## src/rtl/stream_kernel_ctrl_pkg.sv

```systemverilog
// Shared types and constants for the streaming kernel run controller.
package stream_kernel_ctrl_pkg;

  typedef enum logic [1:0] {
    IDLE   = 2'd0,
    START  = 2'd1,
    RUN    = 2'd2,
    REPORT = 2'd3
  } state_e;

  localparam int ERR_COUNT   = 0;
  localparam int ERR_EOT     = 1;
  localparam int ERR_TIMEOUT = 2;
  localparam int ERR_W       = 3;

  localparam int N_W_DEF     = 64;
  localparam int TAG_W_DEF   = 8;
  localparam int CNT_W_DEF   = 32;
  localparam int TIMEOUT_DEF = 1000000;

endpackage

```

## src/rtl/stream_eot_monitor.sv

```systemverilog
// Passive output-stream monitor: qualifies transfers, counts data tokens
// (saturating), and tracks the close token and any data arriving after it.
module stream_eot_monitor
  import stream_kernel_ctrl_pkg::*;
#(
  parameter int CNT_W = CNT_W_DEF
) (
  input  logic             ap_clk,
  input  logic             ap_rst_n,
  input  logic             i_clear,
  input  logic             i_en,
  input  logic             i_write,
  input  logic             i_full_n,
  input  logic             i_eot,
  output logic             o_xfer,
  output logic [CNT_W-1:0] o_count_nxt,
  output logic             o_eot_nxt,
  output logic             o_late_nxt
);

  logic [CNT_W-1:0] r_count;
  logic             r_eot_seen;
  logic             r_late;
  logic             w_xfer;

  assign w_xfer = i_en & i_write & i_full_n;
  assign o_xfer = w_xfer;

  // Next-state values are exported so the controller can capture a status
  // that already includes a transfer landing in the same cycle as ap_done.
  always_comb begin
    o_count_nxt = r_count;
    o_eot_nxt   = r_eot_seen;
    o_late_nxt  = r_late;
    if (i_clear) begin
      o_count_nxt = '0;
      o_eot_nxt   = 1'b0;
      o_late_nxt  = 1'b0;
    end else if (w_xfer) begin
      if (i_eot) begin
        o_eot_nxt = 1'b1;
      end else begin
        if (r_count != '1) o_count_nxt = r_count + 1'b1;
        if (r_eot_seen)    o_late_nxt  = 1'b1;
      end
    end
  end

  always_ff @(posedge ap_clk or negedge ap_rst_n) begin
    if (!ap_rst_n) begin
      r_count    <= '0;
      r_eot_seen <= 1'b0;
      r_late     <= 1'b0;
    end else begin
      r_count    <= o_count_nxt;
      r_eot_seen <= o_eot_nxt;
      r_late     <= o_late_nxt;
    end
  end

endmodule

```

## src/rtl/stream_kernel_run_ctrl.sv

```systemverilog
// Sequences one ap_ctrl_hs streaming kernel invocation at a time and reports
// per-job token count/EOT status. Optional watchdog: STREAM_KERNEL_RUN_CTRL_WATCHDOG_EN.
module stream_kernel_run_ctrl
  import stream_kernel_ctrl_pkg::*;
#(
  parameter int N_W            = N_W_DEF,
  parameter int TAG_W          = TAG_W_DEF,
  parameter int CNT_W          = CNT_W_DEF,
  parameter int TIMEOUT_CYCLES = TIMEOUT_DEF
) (
  input  logic             ap_clk,
  input  logic             ap_rst_n,
  input  logic             cmd_valid,
  output logic             cmd_ready,
  input  logic [N_W-1:0]   cmd_n,
  input  logic [TAG_W-1:0] cmd_tag,
  output logic             k_ap_start,
  input  logic             k_ap_ready,
  input  logic             k_ap_done,
  input  logic             k_ap_idle,
  output logic [N_W-1:0]   k_n,
  input  logic             mon_write,
  input  logic             mon_full_n,
  input  logic             mon_eot,
  output logic             sts_valid,
  input  logic             sts_ready,
  output logic [TAG_W-1:0] sts_tag,
  output logic [CNT_W-1:0] sts_count,
  output logic [ERR_W-1:0] sts_err,
  output logic             busy
);

  localparam int CMP_W = (N_W > CNT_W) ? N_W : CNT_W;

  state_e           r_state;
  logic [TAG_W-1:0] r_tag;
  logic             w_accept;
  logic             w_mon_en;
  logic             w_xfer;
  logic [CNT_W-1:0] w_count_nxt;
  logic             w_eot_nxt;
  logic             w_late_nxt;
  logic             w_normal_done;
  logic             w_timeout;
  logic             w_to_report;
  logic [ERR_W-1:0] w_err;

  assign cmd_ready = (r_state == IDLE);
  assign busy      = (r_state != IDLE) | ~k_ap_idle;
  assign w_accept  = cmd_valid & cmd_ready;
  assign w_mon_en  = (r_state == START) | (r_state == RUN);

  stream_eot_monitor #(.CNT_W(CNT_W)) u_mon (
    .ap_clk      (ap_clk),
    .ap_rst_n    (ap_rst_n),
    .i_clear     (w_accept),
    .i_en        (w_mon_en),
    .i_write     (mon_write),
    .i_full_n    (mon_full_n),
    .i_eot       (mon_eot),
    .o_xfer      (w_xfer),
    .o_count_nxt (w_count_nxt),
    .o_eot_nxt   (w_eot_nxt),
    .o_late_nxt  (w_late_nxt)
  );

  assign w_normal_done = ((r_state == START) & k_ap_ready & k_ap_done) |
                         ((r_state == RUN) & k_ap_done);

`ifdef STREAM_KERNEL_RUN_CTRL_WATCHDOG_EN
  localparam int WD_W = $clog2(TIMEOUT_CYCLES + 1);
  logic [WD_W-1:0] r_wd;
  logic            w_progress;

  assign w_progress = w_xfer | ((r_state == START) & k_ap_ready);
  // Fires on the TIMEOUT_CYCLES-th consecutive stalled cycle in START/RUN.
  assign w_timeout  = w_mon_en & ~w_progress & ~w_normal_done &
                      (r_wd == WD_W'(TIMEOUT_CYCLES - 1));

  always_ff @(posedge ap_clk or negedge ap_rst_n) begin
    if (!ap_rst_n)                 r_wd <= '0;
    else if (w_accept)             r_wd <= '0;
    else if (w_mon_en) r_wd <= w_progress ? '0 : r_wd + 1'b1;
  end
`else
  logic w_unused_wd;
  assign w_timeout   = 1'b0;
  assign w_unused_wd = w_xfer ^ (TIMEOUT_CYCLES > 0);
`endif

  assign w_to_report = w_mon_en & (w_normal_done | w_timeout);

  always_comb begin
    w_err              = '0;
    w_err[ERR_COUNT]   = (CMP_W'(w_count_nxt) != CMP_W'(k_n)) | w_late_nxt;
    w_err[ERR_EOT]     = ~w_eot_nxt;
    w_err[ERR_TIMEOUT] = w_timeout;
  end

  always_ff @(posedge ap_clk or negedge ap_rst_n) begin
    if (!ap_rst_n) begin
      r_state    <= IDLE;
      r_tag      <= '0;
      k_ap_start <= 1'b0;
      k_n        <= '0;
      sts_valid  <= 1'b0;
      sts_tag    <= '0;
      sts_count  <= '0;
      sts_err    <= '0;
    end else begin
      case (r_state)
        IDLE: begin
          if (w_accept) begin
            k_n        <= cmd_n;
            r_tag      <= cmd_tag;
            k_ap_start <= 1'b1;
            r_state    <= START;
          end
        end
        START: begin
          if (k_ap_ready) begin
            k_ap_start <= 1'b0;
            r_state    <= k_ap_done ? REPORT : RUN;
          end else if (w_timeout) begin
            k_ap_start <= 1'b0;
            r_state    <= REPORT;
          end
        end
        RUN: begin
          if (w_to_report) r_state <= REPORT;
        end
        REPORT: begin
          if (sts_ready) begin
            sts_valid <= 1'b0;
            r_state   <= IDLE;
          end
        end
        default: r_state <= IDLE;
      endcase
      if (w_to_report) begin
        sts_valid <= 1'b1;
        sts_tag   <= r_tag;
        sts_count <= w_count_nxt;
        sts_err   <= w_err;
      end
    end
  end

endmodule
```

## config.mk

```make
export PLATFORM = sky130hd
export DESIGN_NAME = stream_kernel_run_ctrl
export DESIGN_NICKNAME = d
export VERILOG_FILES = /design/src/rtl/stream_kernel_ctrl_pkg.sv /design/src/rtl/stream_eot_monitor.sv /design/src/rtl/stream_kernel_run_ctrl.sv
export SDC_FILE = /design/constraint.sdc
export NUM_CORES = 1
export LEC_CHECK = 0
export CORE_ASPECT_RATIO = 1.5
export CORE_MARGIN = 2
export CORE_UTILIZATION = 48
export DETAILED_ROUTE_END_ITERATION = 16
export HOLD_SLACK_MARGIN = 0.02
export PLACE_DENSITY = 0.91
export SLEW_MARGIN = 20
export SYNTH_ARGS = -nofsm -noshare
export SYNTH_HDL_FRONTEND = slang
export SYNTH_SLANG_ARGS = --single-unit
export TNS_END_PERCENT = 30
```

## constraint.sdc

```tcl
create_clock -name ap_clk -period 4.2 [get_ports ap_clk]
set_input_delay 1.05 -clock ap_clk [delete_from_list [all_inputs] [get_ports ap_clk]]
set_output_delay 1.05 -clock ap_clk [all_outputs]
set_load 0.03 [all_outputs]
```

== After elaboration in Yosys (flattened, before gate mapping) ==
Index checks and enable logic that the tools add are counted.

* Output and inout bits: 111
* Flip-flop bits (word level): 152
* Bits of input ports: 82

* Add/subtract/negate cells: 1
* Equal/unequal tests: 9
* Mux-type cells: 23
* Reductions and logical operators: 9
* Bitwise gates (word level): 13

{| class="wikitable"
|+ Operators by type and width
! kind !! count
|-
| $mux 32 || 4
|-
| $ne 32x64->1 || 1
|-
| $add 32x1->32 const B || 1
|-
| $ne 32x32->1 const B || 1
|-
| $mux 1 || 13
|-
| $mux 2 || 4
|-
| $pmux 2 s4 || 1
|-
| $reduce_bool 2->1 || 4
|-
| $and 1x1->1 || 7
|-
| $ne 2x2->1 const B || 3
|-
| $eq 2x2->1 const B || 2
|-
| $or 1x1->1 || 4
|-
| $reduce_and 2->1 || 2
|-
| $reduce_and 4->1 || 1
|-
| $reduce_and 3->1 || 1
|-
| $eq 2x1->1 const B || 1
|-
| $logic_not 2->1 || 1
|-
| $ne 2x1->1 const B || 1
|-
| $not 1->1 || 2
|-
| $pmux 1 s2 || 1
|}

== Longest topological paths before layout ==
Gate-level depths: netlist of the first run.

* Depth in word-level cells: 8
* Mapped depth: 13
* Depth with buffers taken out: 12

== Cells and area by module ==
Synthesis of the first run repeated with hierarchy kept, for this count alone.

* Cell total of the unflattened synthesis: 539
* Area total of the unflattened synthesis: 7093.1 um^2

{| class="wikitable"
|+ By module, submodules not included
! module !! times used !! cells an instance !! sequential area each (um^2) !! area each (um^2)
|-
| stream_kernel_run_ctrl || 1 || 332 || 2952.8 || 5182.5
|-
| stream_eot_monitor || 1 || 207 || 850.8 || 1910.6
|}

== Worst setup path after synthesis of the first run ==
No wires, ideal clock.

* Kind: in2reg
* Start point: input port mon_eot
* End point: register sts_err[0]
* Stages on the path: 11
* Slack: 1.050 ns
* Data required time: 4.057 ns
* Arrival time: 3.006 ns
* Buffers on the path: 2
* Cells stage by stage: and4b_1 > buf_2 > buf_2 > nand3_1 > a21oi_1 > mux2i_1 > xor2_1 > o2111ai_1 > a2111oi_0 > and4_1 > a41oi_1

* Longest elaborated chain between the ends: 5

{| class="wikitable"
|+ Ends and longest elaborated chain
! item !! RTL line !! source
|-
| from (decl) || stream_kernel_run_ctrl.sv:24 || <nowiki>input logic mon_eot,</nowiki>
|-
| $mux 32 || stream_eot_monitor.sv:40 || <nowiki>if (i_eot) begin</nowiki>
|-
| $mux 32 || stream_eot_monitor.sv:39 || <nowiki>end else if (w_xfer) begin</nowiki>
|-
| $mux 32 || stream_eot_monitor.sv:35 || <nowiki>if (i_clear) begin</nowiki>
|-
| $ne 32x64->1 || stream_kernel_run_ctrl.sv:95 || <nowiki>w_err[ERR_COUNT] = (CMP_W'(w_count_nxt) != CMP_W'(k_n)) | w_late_nxt;</nowiki>
|-
| $or 1x1->1 * || stream_kernel_run_ctrl.sv:95 ||
|-
| to (signal assigned) || stream_kernel_run_ctrl.sv:144 || <nowiki>sts_err <= w_err;</nowiki>
|-
| to (decl) || stream_kernel_run_ctrl.sv:29 || <nowiki>output logic [ERR_W-1:0] sts_err,</nowiki>
|}

Mark *: on every way between the ends. The rest lies on a longest branch, timed or not.
A chain may end at the register's enable or synchronous reset.

== Worst setup path after layout of the first run ==
* Start point: input port mon_full_n
* End point: register sts_err[0]

* Longest elaborated chain between the ends: 5

{| class="wikitable"
|+ Ends and longest elaborated chain
! item !! RTL line !! source
|-
| from (decl) || stream_kernel_run_ctrl.sv:23 || <nowiki>input logic mon_full_n,</nowiki>
|-
| $and 1x1->1 || stream_eot_monitor.sv:26 || <nowiki>assign w_xfer = i_en & i_write & i_full_n;</nowiki>
|-
| $mux 32 || stream_eot_monitor.sv:39 ||
|-
| $mux 32 || stream_eot_monitor.sv:35 ||
|-
| via u_mon.o_count_nxt[21] || stream_eot_monitor.sv:16 || <nowiki>output logic [CNT_W-1:0] o_count_nxt,</nowiki>
|-
| $ne 32x64->1 || stream_kernel_run_ctrl.sv:95 ||
|-
| $or 1x1->1 || stream_kernel_run_ctrl.sv:95 ||
|}

The timed path passes the listed nets, and every way through them passes these cells.

==> results of run 1 <==
## worst max-delay path, cell delays in order
cell	delay (ns)
clkdlybuf4s50_1	0.50
and4b_1	0.50
nand3_1	0.21
a211oi_4	0.42
nand4_1	0.18
mux2i_1	0.30
xor2_1	0.13
a2111oi_0	0.48
and4_1	0.27
a41oi_1	0.10
## registers in the layout (all words and copies together), names as in the netlist
name / flops
k_ap_start: 1
k_n: 64
r_state: 2
r_tag: 8
sts_count: 32
sts_err: 2
sts_tag: 8
sts_valid: 1
u_mon.r_count: 32
u_mon.r_eot_seen: 1
u_mon.r_late: 1
## area by class of cell
class,instances,area [um2]
fill,1023,4570
sequential,152,3800
multi-input combinational,583,2980
timing repair buffer,208,2040
clock buffer,20,457
tap,196,245
clock inverter,12,213
inverter,24,90.1
## routing by layer
layer / vias up / global-route usage / part of all wire
met5: - / 0 / 0
met4: 0 / 0.177 / 0.067
met3: 91 / 0.0685 / 0.078
met2: 394 / 0.463 / 0.49
met1: 3169 / 0.358 / 0.37
li1: 2999 / - / -
## cells by family (layout without fill, tap and decap cells)
group / count (synthesis) / after routing / share of synthesized area
compound gates: 75 / 75 / 0.0724
xor+xnor: 37 / 37 / 0.0462
fa+ha+maj: 5 / 5 / 0.00892
buf+inv: 61 / 264 / 0.0355
flops: 152 / 152 / 0.542
mux: 8 / 8 / 0.0116
other cells: 1 / 1 / 0.000535
simple gates: 457 / 457 / 0.283
## where the power goes
group	switching (mW)	internal, mW	leakage, nW
Sequential	0.426	1.89	1.99
Combinational	1.73	1.07	2.41
Clock	0.627	1.10	0.324
Total	2.78	4.05	4.73
## through the flow
stage | setup WS [ns] | cell area, um2 | hold slack (ns)
final | 0.331 | 9820 | 0.471
after global routing | 0.165 | 9820 | 0.497
after CTS | 0.438 | 9820 | 0.469
after detailed placement | 0.0119 | 9160 | 0.452
after global placement | 0.147 | 9160 | 0.446
after floorplan | 1.05 | 7020 | 0.439
## worst paths after layout
path                                  from          to
min in group asynchronous         ap_rst_n  sts_tag[4]
worst max register to register  r_state[0]  sts_err[0]
max in group asynchronous         ap_rst_n     k_n[39]
worst min register to register    r_tag[3]  sts_tag[3]
worst min-delay path              r_tag[3]  sts_tag[3]
worst max-delay path            mon_full_n  sts_err[0]
## cell usage in the layout, fill, tap and decap left out, types with 2 or more instances in the layout
cell type / instances
nor3_1: 10
xor2_1: 15
bufinv_16: 5
o2111ai_1: 5
and3_1: 10
or3_1: 4
inv_6: 3
nor2_1: 26
a21oi_1: 15
o21ai_0: 24
ha_1: 5
clkbuf_16: 17
clkdlybuf4s50_1: 190
nand2_1: 337
nand2b_1: 5
buf_4: 17
a2111oi_0: 3
nand3_1: 13
clkbuf_8: 2
a31oi_1: 2
a41oi_1: 2
or4_1: 3
and2_1: 5
dfrtp_1: 152
o31ai_1: 4
inv_1: 24
a211oi_1: 2
mux2i_1: 7
nand4_1: 11
clkinv_4: 2
xnor2_1: 22
o211ai_1: 2
and4_1: 13
nor4_1: 10
==> flow_summary_export.csv, run 1 <==
group,metric,value,unit
placement,port_buffers,191,
timing,setup-violations-final,0,
clock_tree,post_cts_resized,0,
global_routing,gr-total-overflow,0,
power_and_ir_drop,power,6.83,mW
synth,yosysTopAreaCellShare,0.542,
clock_tree,ctsHoldBuffers,0,
global_routing,grt_max_degree,84,
routing,viasPerCell,5.57,
synth,syn_nets,883,
final_layout,stdcell_count,1195,
clock_tree,root_buffer,"clkbuf_16",
critical_path,crit_fanout,9,
placement,place_hpwl,15.8,mm
timing,skew,0.00855,ns
timing,period_needed,3.87,ns
die,die_h,152,um
critical_path,reg2reg_depth,11,
timing,fin_setup_tns,0,ns
timing,rsz0062_at_grt,"false",
critical_path,crit_arrival,4.15,ns
timing,slew_viol_final,0,
routing,dr.pass1.iters,7,
timing,fmax,258,MHz
final_layout,insertedDiodeCount,0,
clock_tree,cts_setup_buffers,0,
clock_tree,insertion_delay,0.43,ns
die,die_x,103,um
timing,period_share,0.921,
timing,relSlewSlack,0.503,
hold_path,hold_depth,2,
die,io_pins,193,
routing,route.vias.total,6653,
routing,drt_iter0_markers,633,
critical_path,startpoint_type,"input port",
status,outcome,"completed",
synth,synth_cell_types,57,
global_routing,grt_usage,0.293,
synth,yosys-top-cells-area,"dfrtp_1, nand2_1, xnor2_1",
die,start_util,0.487,
critical_path,crit_path_end_kind,"flop",
clock_tree,cts_buffer_depth,2,
synth,ys.flop_type,"dfrtp_1",
critical_path,critPathRequiredTime,4.48,ns
power_and_ir_drop,power.density,695,nW/um2
synth,ys_ff_latch,152,
final_layout,drive_above_1_share,0.0621,
routing,drtAntennaViolNets,0,
clock_tree,clock-sinks,152,
clock_tree,htreeDepth,4,
clock_tree,cts_tree,"done",
critical_path,crit_type,"in -> reg",
clock_tree,path_clk_slew,0.06,ns
synth,yosysWarnings,0,
global_routing,grt_pass1_vias,6675,
final_layout,utilization,0.683,
synth,synth_top_cell_by_area,"dfrtp_1",
timing,hold_viol,0,
power_and_ir_drop,leakage,4.73,nW
synth,synthArstFlopShare,1.00,
placement,gp_congestion,0.968,
synth,ys_seq_area_frac,0.542,
die,die_area,15600,um2
synth,syn_avg_cell_area,8.81,um2
critical_path,reg2reg_slack,0.50,ns
routing,wire_per_inst,18.5,um
die,rows,54,
job,drv_cap,0,
final_layout,syn_to_final_growth,40.0,%
global_routing,antenna_found_initial,0,
synth,syn_inst,796,
synth,synth_edf_count,0,
global_routing,grt_first_pass_wirelength,34.9,mm
routing,totalWireLength,22.1,mm
placement,place_inst,1163,
synth,yosys-top-cells-count,"nand2_1, dfrtp_1, clkbuf_1",
timing,tightest_slew,0.745,ns
synth,synth_most_common_cell,"nand2_1",
routing,drc,0,
final_layout,final_nets,1073,
power_and_ir_drop,peakVddDrop,496,uV
die,core-area,14400,um2
synth,synth_area,7020,um2
hold_path,min_path_type,"reg -> reg",
clock_tree,cts_buffers,17,
Note: power is estimated with default switching activity, not from simulation.
==> inputs of run 2 (changes only) <==
- CELL_PAD_IN_SITES_DETAIL_PLACEMENT: not set -> 0
- CELL_PAD_IN_SITES_GLOBAL_PLACEMENT: not set -> 1
- CORE_ASPECT_RATIO: 1.5 -> 1.1
- CORE_UTILIZATION: 48 -> 36
- PLACE_DENSITY: 0.91 -> 0.92
==> run 2 against run 1 <==
Compared with the run above:
- worst setup slack improved by 0.14 ns
- clock skew rose by 0.0018 ns
- sequential power barely moved
- global-route usage fell by 8.5 points
- design area fell by 0.19%
- die area rose by 32%
- combinational power fell by 1%
- via count fell by 7.2%
- clock power fell by 12%
- critical path type unchanged
==> flow_summary_export.csv, run 2 (synthesis gave the netlist of run 1 again) <==
group,metric,value,unit
status,outcome,"completed",
hold_path,min_path_type,"reg -> reg",
placement,dpl_cell_area,9220,um2
critical_path,crit_fanout,9,
die,core-area,19100,um2
timing,period_needed,3.73,ns
job,drv_cap,0,
clock_tree,cts_tree,"done",
routing,viasPerCell,4.96,
die,die_x,137,um
die,die_h,150,um
clock_tree,post_cts_resized,0,
critical_path,critPathRequiredTime,4.49,ns
final_layout,layout_commonest_cell,"nand2_1",
global_routing,grt_usage,0.208,
power_and_ir_drop,power,6.57,mW
placement,place_hpwl,15.0,mm
die,rows,53,
final_layout,top_regs,"k_n x64, sts_count x32, u_mon.r_count x32",
final_layout,insertedDiodeCount,0,
timing,tightest_slew,0.901,ns
timing,slew_viol_final,0,
final_layout,final_cell_mix,"nand2_1, clkdlybuf4s50_1, dfrtp_1",
routing,totalWireLength,20.7,mm
placement,port_buffers,191,
global_routing,grt_max_degree,91,
routing,route.vias.total,6176,
final_layout,stdcell_count,1244,
timing,rsz0062_at_grt,"false",
placement,dp_slack,0.115,ns
timing,skew,0.0104,ns
power_and_ir_drop,power.density,670,nW/um2
final_layout,fill_cells,1797,
final_layout,fin_area,9810,um2
routing,drc,0,
clock_tree,cts_setup_buffers,0,
timing,fmax,268,MHz
final_layout,final_nets,1071,
routing,dr.pass1.iters,5,
global_routing,grt_pass1_vias,5994,
clock_tree,cts_buffers,17,
final_layout,drive_above_1_share,0.0602,
critical_path,crit_path_end_kind,"flop",
global_routing,grt_first_pass_wirelength,32.5,mm
clock_tree,clock-sinks,152,
clock_tree,ctsHoldBuffers,0,
clock_tree,htreeDepth,4,
timing,worst_slack,0.467,ns
die,start_util,0.367,
placement,place_inst,1212,
timing,relSlewSlack,0.399,
routing,drt_iter0_markers,456,
die,io_pins,193,
final_layout,largest_register,"k_n",
timing,fin_setup_tns,0,ns
global_routing,gr-total-overflow,0,
timing,hold_viol,0,
routing,wire_per_inst,16.6,um
clock_tree,cts_buffer_depth,2,
clock_tree,path_clk_slew,0.06,ns
timing,hold_slack,0.469,ns
critical_path,startpoint_type,"input port",
critical_path,crit_arrival,4.02,ns
routing,drtAntennaViolNets,0,
die,die_area,20600,um2
power_and_ir_drop,leakage,4.70,nW
placement,gp_congestion,0.944,
clock_tree,insertion_delay,0.42,ns
clock_tree,root_buffer,"clkbuf_16",
global_routing,antenna_found_initial,0,
critical_path,crit_type,"in -> reg",
timing,period_share,0.889,
final_layout,largest_register_ffs,64,
timing,setup-violations-final,0,
power_and_ir_drop,peakVddDrop,399,uV
final_layout,utilization,0.513,
final_layout,syn_to_final_growth,39.8,%
==> run 2: layout make-up <==
| type | instances | area, um2 | share of cell area |
|---|---|---|---|
| inverter | 24 | 90.1 | 0.00919 |
| clock buffer | 19 | 443 | 0.0452 |
| timing repair buffer | 206 | 2040 | 0.208 |
| tap | 247 | 309 | 0.0315 |
| sequential | 152 | 3800 | 0.388 |
| multi-input combinational | 583 | 2980 | 0.304 |
| clock inverter | 13 | 141 | 0.0144 |
==> run 2: worst max-delay path: stages <==
cell and delay, ns:
clkdlybuf4s50_1 0.50, and4b_1 0.49, nand3_1 0.20, a211oi_4 0.38
nand4_1 0.18, mux2i_1 0.33, xor2_1 0.11, a2111oi_0 0.44
and4_1 0.25, a41oi_1 0.09
==> run 2: worst paths after layout <==
kind / start / end / slack [ns] / cells past startpoint
worst max-delay path: mon_full_n / sts_err[0] / 0.47 / 10
worst min-delay path: r_tag[6] / sts_tag[6] / 0.47 / 2
worst max register to register: r_state[0] / sts_err[0] / 0.66 / 11
worst min register to register: r_tag[6] / sts_tag[6] / 0.47 / 2
max in group asynchronous: ap_rst_n / sts_count[27] / 2.67 / 2
min in group asynchronous: ap_rst_n / u_mon.r_count[9] / 0.67 / 1
==> run 2: routing by layer <==
layer  share of wire  up-vias  GRT usage  wire length [um]
li1                -     3006          -                 -
met1            0.44     2932      0.272              9020
met3           0.068       40     0.0620              1400
met2            0.47      198      0.325              9650
met4           0.029        0     0.0789               603
met5               0        -          0                 0
==> run 2: report_power, final <==
group,total (mW),internal [mW],switching (mW)
combinational,2.75,1.07,1.68
clock,1.52,0.896,0.627
sequential,2.30,1.89,0.410
total,6.57,3.85,2.72
==> inputs of run 3 (changes only) <==
- SETUP_SLACK_MARGIN: not set -> 0.05
==> results of run 3 <==
No change in the layout: final DEF, timing and power equal those of run 2.
